$ cat src/rtl/fpu_seq.sv
// fpu_seq: multi-cycle IEEE-754 FADD/FMUL, parametrised format
// IDLE -> EXEC -> NORM -> DONE, one operation in flight

`ifndef FPU_FADD
`define FPU_FADD 4'b0001
`endif
`ifndef FPU_FMUL
`define FPU_FMUL 4'b0010
`endif

module fpu_seq #(
  parameter int EXP_W = 5,
  parameter int MAN_W = 10
) (
  input  logic                 clk,
  input  logic                 rst_n,
  input  logic                 in_valid,
  output logic                 in_ready,
  input  logic [EXP_W+MAN_W:0] a,
  input  logic [EXP_W+MAN_W:0] b,
  input  logic [3:0]           aluctrl,
  output logic                 out_valid,
  input  logic                 out_ready,
  output logic [EXP_W+MAN_W:0] result,
  output logic                 zero,
  output logic [3:0]           flags
);
  localparam int W   = 1 + EXP_W + MAN_W;
  localparam int M   = MAN_W + 1;
  localparam int NW  = 2 * MAN_W + 4;
  localparam int LZW = $clog2(NW + 1);
  localparam int EW  = ((EXP_W > LZW) ? EXP_W : LZW) + 3;
  localparam int PW  = EW + MAN_W;

  typedef logic signed [EW-1:0] exp_t;
  localparam exp_t BIAS = exp_t'((1 << (EXP_W - 1)) - 1);
  localparam exp_t EMAX = exp_t'((1 << EXP_W) - 1);
  localparam logic [W-1:0] QNAN =
    {1'b0, {EXP_W{1'b1}}, 1'b1, {(MAN_W-1){1'b0}}};

  typedef enum logic [1:0] {IDLE, EXEC, NORM, DONE} state_t;
  state_t state, state_n;

  logic [W-1:0]  a_q, b_q, spr_q;
  logic [3:0]    op_q, spf_q;
  logic          s_q, sp_q;
  exp_t          e_q;
  logic [NW-1:0] m_q;

  logic             sa, sb;
  logic [EXP_W-1:0] ea, eb;
  logic [MAN_W-1:0] fa, fb;
  assign {sa, ea, fa} = a_q;
  assign {sb, eb, fb} = b_q;

  logic nan_a, nan_b, snan_a, snan_b;
  logic inf_a, inf_b, zro_a, zro_b;
  assign nan_a  = (&ea) & (|fa);
  assign nan_b  = (&eb) & (|fb);
  assign snan_a = nan_a & ~fa[MAN_W-1];
  assign snan_b = nan_b & ~fb[MAN_W-1];
  assign inf_a  = (&ea) & ~(|fa);
  assign inf_b  = (&eb) & ~(|fb);
  assign zro_a  = ~(|ea) & ~(|fa);
  assign zro_b  = ~(|eb) & ~(|fb);

  logic [M-1:0] ma, mb;
  exp_t         xa, xb;
  assign ma = {|ea, fa};
  assign mb = {|eb, fb};
  assign xa = (|ea) ? exp_t'(ea) : exp_t'(1);
  assign xb = (|eb) ? exp_t'(eb) : exp_t'(1);

  logic           swap, sx, sy, sub, y_st;
  exp_t           ex, ey, dif;
  logic [M-1:0]   mx, my;
  logic [NW-1:0]  x_al, y_al, y_j, sum, mul;
  logic [2*M-1:0] prod;

  // Align and add/subtract for FADD; full significand product for FMUL
  always_comb begin
    swap = {eb, fb} > {ea, fa};
    sx   = swap ? sb : sa;
    sy   = swap ? sa : sb;
    ex   = swap ? xb : xa;
    ey   = swap ? xa : xb;
    mx   = swap ? mb : ma;
    my   = swap ? ma : mb;
    dif  = ex - ey;
    x_al = {1'b0, mx, {(MAN_W+2){1'b0}}};
    y_al = {1'b0, my, {(MAN_W+2){1'b0}}};
    y_st = |(y_al & ~({NW{1'b1}} << dif));
    y_j  = (y_al >> dif) | NW'(y_st);
    sub  = sx ^ sy;
    sum  = sub ? x_al - y_j : x_al + y_j;
    prod = {{M{1'b0}}, ma} * {{M{1'b0}}, mb};
    mul  = {prod, 2'b00};
  end

  logic          is_add, is_mul, sp_n, s_n;
  logic [W-1:0]  spr_n;
  logic [3:0]    spf_n;
  exp_t          e_n;
  logic [NW-1:0] m_n;

  // Special-operand resolution and EXEC stage results
  always_comb begin
    is_add = aluctrl_ok(op_q, `FPU_FADD);
    is_mul = aluctrl_ok(op_q, `FPU_FMUL);
    sp_n   = 1'b1;
    spr_n  = '0;
    spf_n  = '0;
    if (!(is_add || is_mul)) begin
      spr_n = '0;
    end else if (nan_a || nan_b) begin
      spr_n = QNAN;
      spf_n = {snan_a | snan_b, 3'b000};
    end else if (is_add && inf_a && inf_b && (sa ^ sb)) begin
      spr_n = QNAN;
      spf_n = 4'b1000;
    end else if (is_mul && ((inf_a && zro_b) || (zro_a && inf_b))) begin
      spr_n = QNAN;
      spf_n = 4'b1000;
    end else if (inf_a || inf_b) begin
      spr_n = {is_mul ? sa ^ sb : (inf_a ? sa : sb),
               {EXP_W{1'b1}}, {MAN_W{1'b0}}};
    end else begin
      sp_n = 1'b0;
    end
    if (is_add) begin
      s_n = (sub && sum == '0) ? 1'b0 : sx;
      e_n = ex;
      m_n = sum;
    end else begin
      s_n = sa ^ sb;
      e_n = xa + xb - BIAS;
      m_n = mul;
    end
  end

  function automatic logic aluctrl_ok(input logic [3:0] o,
                                      input logic [3:0] c);
    return o == c;
  endfunction

  logic [LZW-1:0] lz;
  exp_t           sh, en, sl, rs, base;
  logic           tiny, st0, g, st, up, inx, ovf;
  logic [NW-1:0]  mn;
  logic [M-1:0]   kept;
  logic [PW-1:0]  pk;
  logic [W-1:0]   res_n;
  logic [3:0]     flg_n;

  // Normalise/denormalise, round to nearest even, pack and flag
  always_comb begin
    lz = LZW'(NW);
    for (int i = 0; i < NW; i++)
      if (m_q[i]) lz = LZW'(NW - 1 - i);
    sh   = exp_t'(lz) - exp_t'(1);
    en   = e_q - sh;
    tiny = en < exp_t'(1);
    sl   = tiny ? e_q - exp_t'(1) : sh;
    rs   = -sl;
    st0  = 1'b0;
    if (!sl[EW-1]) begin
      mn = m_q << sl;
    end else begin
      mn  = m_q >> rs;
      st0 = |(m_q & ~({NW{1'b1}} << rs));
    end
    kept = mn[NW-2 -: M];
    g    = mn[NW-2-M];
    st   = st0 | (|mn[NW-3-M:0]);
    up   = g & (st | kept[0]);
    inx  = g | st;
    base = tiny ? exp_t'(1) : en;
    pk   = {base - exp_t'(1), {MAN_W{1'b0}}}
         + PW'(kept) + PW'(up);
    ovf  = $signed(pk[PW-1:MAN_W]) >= EMAX;
    res_n = {s_q, pk[W-2:0]};
    flg_n = {2'b00, tiny & inx, inx};
    if (sp_q) begin
      res_n = spr_q;
      flg_n = spf_q;
    end else if (m_q == '0) begin
      res_n = {s_q, {(W-1){1'b0}}};
      flg_n = '0;
    end else if (ovf) begin
      res_n = {s_q, {EXP_W{1'b1}}, {MAN_W{1'b0}}};
      flg_n = 4'b0101;
    end
  end

  // Next-state logic
  always_comb begin
    state_n = state;
    unique case (state)
      IDLE: if (in_valid && in_ready) state_n = EXEC;
      EXEC: state_n = NORM;
      NORM: state_n = DONE;
      DONE: if (out_valid && out_ready) state_n = IDLE;
    endcase
  end

  // State register and registered handshake outputs
  always_ff @(posedge clk or negedge rst_n) begin
    if (!rst_n) begin
      state     <= IDLE;
      in_ready  <= 1'b0;
      out_valid <= 1'b0;
    end else begin
      state     <= state_n;
      in_ready  <= state_n == IDLE;
      out_valid <= (state == DONE) && (state_n == DONE);
    end
  end

  // Operand capture, EXEC results and final result registers
  always_ff @(posedge clk or negedge rst_n) begin
    if (!rst_n) begin
      a_q    <= '0;
      b_q    <= '0;
      op_q   <= '0;
      s_q    <= 1'b0;
      e_q    <= '0;
      m_q    <= '0;
      sp_q   <= 1'b0;
      spr_q  <= '0;
      spf_q  <= '0;
      result <= '0;
      flags  <= '0;
    end else begin
      if (state == IDLE && in_valid && in_ready) begin
        a_q  <= a;
        b_q  <= b;
        op_q <= aluctrl;
      end
      if (state == EXEC) begin
        s_q   <= s_n;
        e_q   <= e_n;
        m_q   <= m_n;
        sp_q  <= sp_n;
        spr_q <= spr_n;
        spf_q <= spf_n;
      end
      if (state == NORM) begin
        result <= res_n;
        flags  <= flg_n;
      end
    end
  end

  assign zero = ~(|result[W-2:0]);

endmodule

$ cat config.mk
export PLATFORM = sky130hd
export DESIGN_NAME = fpu_seq
export DESIGN_NICKNAME = d
export VERILOG_FILES = /design/src/rtl/fpu_seq.sv
export SDC_FILE = /design/constraint.sdc
export NUM_CORES = 1
export LEC_CHECK = 0
export BUFFER_PORTS_ARGS = -buffer_cell sky130_fd_sc_hd__buf_4
export CORE_UTILIZATION = 40
export CTS_BUF_LIST = sky130_fd_sc_hd__clkbuf_16
export CTS_CLUSTER_DIAMETER = 150
export DETAILED_ROUTE_END_ITERATION = 6
export PLACE_DENSITY_LB_ADDON = 0.2
export SLEW_MARGIN = 20
export SYNTH_ARGS = -nofsm -noshare
export SYNTH_HDL_FRONTEND = slang
export SYNTH_SLANG_ARGS = --single-unit
$ cat constraint.sdc
create_clock -name clk -period 13.3 [get_ports clk]
set_input_delay 3.325 -clock clk [delete_from_list [all_inputs] [get_ports clk]]
set_output_delay 3.325 -clock clk [all_outputs]
set_load 0.05 [all_outputs]
==> results of run 1 <==
==> registers in the layout (all words and copies together) (netlist names), 2 cells and up <==
name,count
result,16
e_q,7
state,2
flags,4
spr_q,3
a_q,16
m_q,24
b_q,16
op_q,4
==> cell families after synthesis <==
| logic type | count (synthesis) |
|---|---|
| simple gates | 830 |
| compound gates | 607 |
| buf+inv | 348 |
| fa+ha+maj | 215 |
| mux | 112 |
| flops | 97 |
| xor+xnor | 69 |
==> area by class of cell <==
type | count | area (um^2)
fill | 4321 | 23900
multi-input combinational | 1833 | 13400
sequential | 97 | 2430
timing repair buffer | 97 | 728
inverter | 180 | 676
tap | 539 | 674
clock buffer | 9 | 225
clock inverter | 7 | 62.6
==> synth_stat cells, types with 11 or more instances <==
| cell | number |
|---|---|
| ha_1 | 132 |
| nand2b_1 | 26 |
| nor4_1 | 22 |
| nand3_1 | 71 |
| buf_1 | 19 |
| nand2_1 | 279 |
| inv_1 | 177 |
| o21ai_0 | 129 |
| nor2_1 | 185 |
| a211oi_1 | 43 |
| xnor2_1 | 43 |
| or3_1 | 23 |
| mux2_2 | 27 |
| dfrtp_1 | 97 |
| o21a_1 | 11 |
| a31oi_1 | 30 |
| a21o_1 | 20 |
| o211ai_1 | 28 |
| a21oi_1 | 131 |
| xor2_1 | 26 |
| buf_2 | 21 |
| o22ai_1 | 18 |
| nor2b_1 | 18 |
| a2111oi_0 | 15 |
| fa_1 | 83 |
| nor3_1 | 62 |
| o31ai_1 | 17 |
| or2_2 | 15 |
| a22o_1 | 11 |
| clkbuf_1 | 112 |
| mux4_2 | 14 |
| mux2i_1 | 69 |
| and2_1 | 49 |
| nand4_1 | 16 |
| and3_1 | 23 |
==> path summary, 6_finish.rpt <==
kind / from / end / slack, ns / cells after the start
min reg2reg: spr_q[9] / spr_q[9] / 0.48 / 2
max in group asynchronous: rst_n / b_q[9] / 9.14 / 2
min in group asynchronous: rst_n / result[7] / 2.92 / 1
min: spr_q[9] / spr_q[9] / 0.48 / 2
max reg2reg: m_q[10] / flags[1] / 2.17 / 41
max: m_q[10] / flags[1] / 2.17 / 41
==> per-stage QoR <==
step / worst slack (ns) / hold WS [ns] / area (um^2)
2_1_floorplan: 3.79 / 0.446 / 17200
3_3_place_gp: 2.56 / 0.468 / 17900
3_5_place_dp: 2.37 / 0.466 / 17900
4_1_cts: 2.34 / 0.486 / 18200
5_1_grt: 1.27 / 0.514 / 18200
6_report: 2.17 / 0.482 / 18200
==> layer usage <==
metal	wire [um]	track usage [%]	vias up
met5	0	0	-
met4	2730	12.6	0
met3	3980	4.89	119
met1	26800	37.4	8260
li1	-	-	8023
met2	30100	48.8	657
==> worst max-delay path, delay by kind of cell (launching register included) <==
kind,cells,cell delay (ns)
xor gates and xnor gates,3,0.47
DFF,1,0.54
and+or+nand+nor,14,3.58
buffers and inverters,6,1.13
AOI/OAI and AO/OA,13,3.89
adders and majority gates,5,1.37
==> flow_metrics.env, run 1 <==
export IMPL_io_pins=63
export IMPL_worstSetupEndpointType="register"
export IMPL_critPathMaxStageDelay_ns=0.68
export IMPL_synth_area_top_cells="dfrtp_1 (14%), fa_1 (9.7%), ha_1 (9.6%)"
export IMPL_yosys_area_share_simple_pct=23.2
export IMPL_die_x_um=209
export IMPL_portBuffers=62
export IMPL_synth_yosys_seq_area_share_pct=14.1
export IMPL_fmax_ghz=0.0899
export IMPL_synth_edf_count=0
export IMPL_drt_pass1_iter_count=7
export IMPL_cp_common_cell="ha_1"
export IMPL_synth_avg_cell_area_um2=7.55
export IMPL_worst_pin_slew_ns=1.05
export IMPL_clock_latency_ns=0.40
export IMPL_fin_skew_ns=0.0128
export IMPL_cp_required_ns=13.59
export IMPL_root_buffer="clkbuf_16"
export IMPL_synth_adder_area_share_pct=19.3
export IMPL_synthMuxAreaShare_pct=7.75
export IMPL_post_cts_buffers=0
export IMPL_setup_viol=0
export IMPL_grt_max_degree=55
export IMPL_drive_above_1_share_pct=9.40
export IMPL_grt_pass1_vias=16500
export IMPL_final_max_slew_viol_count=0
export IMPL_h_tree_depth=3
export IMPL_hpwlAfterDp_um=49900
export IMPL_diodes=0
export IMPL_layout_area_overhead_vs_synth_pct=5.85
export IMPL_status="finished with violations"
export IMPL_core_mm2=0.0421
export IMPL_fp_row_count=75
export IMPL_synth_cell_type_count=93
export IMPL_synth_xor_area_share_pct=3.52
export IMPL_drc=1
export IMPL_drt_iter0_drc=1455
export IMPL_ant_nets=0
export IMPL_hold_path_class="register to register"
export IMPL_clk_pin_slew_ns=0.08
export IMPL_cp_slowest_cell="or4_1"
export IMPL_fin_crit_ns=11.13
export IMPL_synth_area_mm2=0.0172
export IMPL_hold_viol_final=0
export IMPL_vias_per_cell=6.18
export IMPL_antenna_found_initial=0
export IMPL_gp_congestion=0.961
export IMPL_ys_warnings_count=0
export IMPL_num_vias=17100
export IMPL_gr_total_overflow=0
export IMPL_slew_headroom_pct=30.2
export IMPL_ys_ff_latch=97
export IMPL_die_h_um=209
export IMPL_synth_compound_area_share_pct=23.8
export IMPL_cts_buffers=9
export IMPL_die_area_mm2=0.0438
export IMPL_layout_commonest_cell="nand2_1"
export IMPL_hold_buffers=0
export IMPL_cts_sinks=97
export IMPL_cap_violations=0
export IMPL_syn_num_nets=2533
export IMPL_synth_area_leader_cell="dfrtp_1"
export IMPL_placed_cells=2746
export IMPL_wl_per_cell_um=23.0
export IMPL_rsz0062_at_grt="no"
export IMPL_floorplan_initialDensity_pct=40.8
export IMPL_fin_tns_setup_ns=0
export IMPL_start_kind="register"
export IMPL_grt_use_total_pct=29.3
export IMPL_violations="design-rule violations"
export IMPL_cts_tree="yes"
export IMPL_post_route_util_pct=43.2
export IMPL_synth_top_family_by_area="compound AO/OA/AOI/OAI gates"
export IMPL_syn_inst=2278
export IMPL_wl_um=63600
export IMPL_critPathKind="register to register"
export IMPL_fin_cells=2762
export IMPL_fin_crit_sh_pct=83.7
export IMPL_ctsResizeCount=0
export IMPL_grt_pass1_wl_um=99200
export IMPL_synthFlopType="dfrtp_1"
export IMPL_most_common_layout_cells="nand2_1 (279), nor2_1 (185), inv_1 (177)"
export IMPL_async_reset_ff_share_pct=100
export IMPL_path_max_fanout=27
export IMPL_cp_data_arrival_time_ns=11.41
export IMPL_fin_nets=2473
export IMPL_synth_top_area_share_pct=14.1
export IMPL_clockBufferDepth=2
Power of run 1 is left out: the tool's default activity adds up to more than one toggle a clock period on the data nets, which glitch-free logic cannot reach.
==> run 2: changes to the inputs <==
==> constraint.sdc (replaced) <==
create_clock -name clk -period 11.15 [get_ports clk]
set_input_delay 2.7875 -clock clk [delete_from_list [all_inputs] [get_ports clk]]
set_output_delay 2.7875 -clock clk [all_outputs]
set_load 0.05 [all_outputs]
==> run 2 against run 1 <==
The run now ends clean. Setup slack lost 1.2 ns. Sequential share of layout area shrank 0.059 points. Global-route usage shrank 0.57 points. Flip-flop and latch count is the same. Non-clock buffer count grew 8. Die area is the same. Critical path type unchanged. Highest routed layer unchanged.
==> flow_metrics.env, run 2 (same netlist as run 1, synthesis figures left out) <==
export IMPL_status="finished, final reports clean"
export IMPL_fin_tns_setup_ns=0
export IMPL_floorplan_initialDensity_pct=40.8
export IMPL_slew_headroom_pct=30.6
export IMPL_die_h_um=209
export IMPL_hold_viol_final=0
export IMPL_vias_per_cell=6.24
export IMPL_grt_pass1_wl_um=97800
export IMPL_fillers=4279
export IMPL_h_tree_depth=3
export IMPL_largest_register="m_q"
export IMPL_wl_um=62900
export IMPL_pre_cts_slack_ns=0.954
export IMPL_layout_commonest_cell="nand2_1"
export IMPL_clockBufferDepth=2
export IMPL_gr_total_overflow=0
export IMPL_fin_nets=2481
export IMPL_clk_pin_slew_ns=0.09
export IMPL_critPathMaxStageDelay_ns=0.54
export IMPL_cp_slowest_cell="a2111oi_2"
export IMPL_diodes=0
export IMPL_cts_tree="yes"
export IMPL_path_max_fanout=17
export IMPL_setup_slack_ns=0.938
export IMPL_fin_crit_ns=10.21
export IMPL_hold_buffers=0
export IMPL_hpwlAfterDp_um=49400
export IMPL_place_area_mm2=0.0180
export IMPL_met1_usage_pct=36.9
export IMPL_largest_reg_flops=24
export IMPL_r2r_end="result[4]"
export IMPL_drt_pass1_iter_count=5
export IMPL_worst_pin_slew_ns=1.03
export IMPL_start_kind="register"
export IMPL_grt_use_met2_pct=48.3
export IMPL_portBuffers=62
export IMPL_wl_per_cell_um=22.7
export IMPL_r2r_start="m_q[10]"
export IMPL_grt_max_degree=57
export IMPL_whs_ns=0.482
export IMPL_cp_endpoint="result[4]"
export IMPL_cp_common_cell="ha_1"
export IMPL_drc=0
export IMPL_rsz0062_at_grt="no"
export IMPL_gp_congestion=1.00
export IMPL_setup_viol=0
export IMPL_cts_sinks=97
export IMPL_final_max_slew_viol_count=0
export IMPL_root_buffer="clkbuf_16"
export IMPL_cts_buffers=9
export IMPL_core_mm2=0.0421
export IMPL_cap_violations=0
export IMPL_post_route_cell_area_mm2=0.0183
export IMPL_ant_nets=0
export IMPL_worst_r2r_setup_slack_ns=0.94
export IMPL_fin_crit_sh_pct=91.6
export IMPL_cp_data_arrival_time_ns=10.48
export IMPL_die_area_mm2=0.0438
export IMPL_grt_use_total_pct=28.7
export IMPL_reg2regPathDepth=40
export IMPL_antenna_found_initial=0
export IMPL_busiest_layer="met2"
export IMPL_drt_iter0_drc=1637
export IMPL_hold_path_class="register to register"
export IMPL_most_common_layout_cells="nand2_1 (279), nor2_1 (185), inv_1 (178)"
export IMPL_layout_area_overhead_vs_synth_pct=6.38
export IMPL_use_met3_pct=3.44
export IMPL_die_x_um=209
export IMPL_worstSetupEndpointType="register"
export IMPL_drive_above_1_share_pct=9.64
export IMPL_cp_required_ns=11.42
export IMPL_fp_row_count=75
export IMPL_critPathKind="register to register"
export IMPL_fin_skew_ns=0.0216
export IMPL_startpoint="m_q[10]"
export IMPL_clock_latency_ns=0.40
export IMPL_num_vias=17300
export IMPL_grt_pass1_vias=16400
export IMPL_io_pins=63
export IMPL_fmax_ghz=0.0979
run 2: how the worst min path moves through the flow:
| stage | to | startpoint | depth (start not counted) | slack [ns] |
|---|---|---|---|---|
| 6_report | spr_q[9] | spr_q[9] | 2 | 0.48 |
| 5_1_grt | spf_q[3] | spf_q[3] | 2 | 0.50 |
| 3_5_place_dp | spr_q[9] | spr_q[9] | 2 | 0.47 |
| 3_3_place_gp | flags[3] | flags[3] | 2 | 0.46 |
| 4_1_cts | spr_q[9] | spr_q[9] | 2 | 0.48 |
| 2_1_floorplan | spr_q[9] | spr_q[9] | 2 | 0.45 |
run 2: worst max-delay path: cells and delay by family (launching register included):
kind / cells / cell delay [ns]
AOI/OAI and AO/OA: 15 / 4.10
and+or+nand+nor: 11 / 2.73
adders and majority gates: 5 / 1.29
buffers and inverters: 6 / 0.87
DFF: 1 / 0.49
xor gates and xnor gates: 2 / 0.34
muxes: 1 / 0.21
run 2: area by class of cell:
class	count	area, um^2	share of cell area [%]
Tap cell	539	674	3.69
Clock inverter	7	95.1	0.520
Timing Repair Buffer	105	788	4.31
Inverter	180	676	3.70
Multi-Input combinational cell	1833	13400	73.3
Sequential cell	97	2430	13.3
Clock buffer	9	225	1.23
run 2: repair_timing:
item                       4_1_cts  5_1_grt
setup buffers                    0        0
setup endpoints to repair        0        2
gates resized for setup          0        1
run 2: per-layer routing:
metal,vias to the layer above,share of wire (%),wire length (um)
li1,8043,-,-
met1,8369,42,26400
met2,730,47,29600
met3,142,6.1,3820
met4,0,4.8,3030
met5,-,0,0
run 2: stage by stage:
stage / std cells / util, %
3_5_place_dp: 2754 / 42.6
6_report: 2770 / 43.4
3_3_place_gp: 2754 / 42.6
5_1_grt: 2770 / 43.4
2_1_floorplan: 2278 / -
4_1_cts: 2770 / 43.4
Power of run 2 is left out for the same reason.
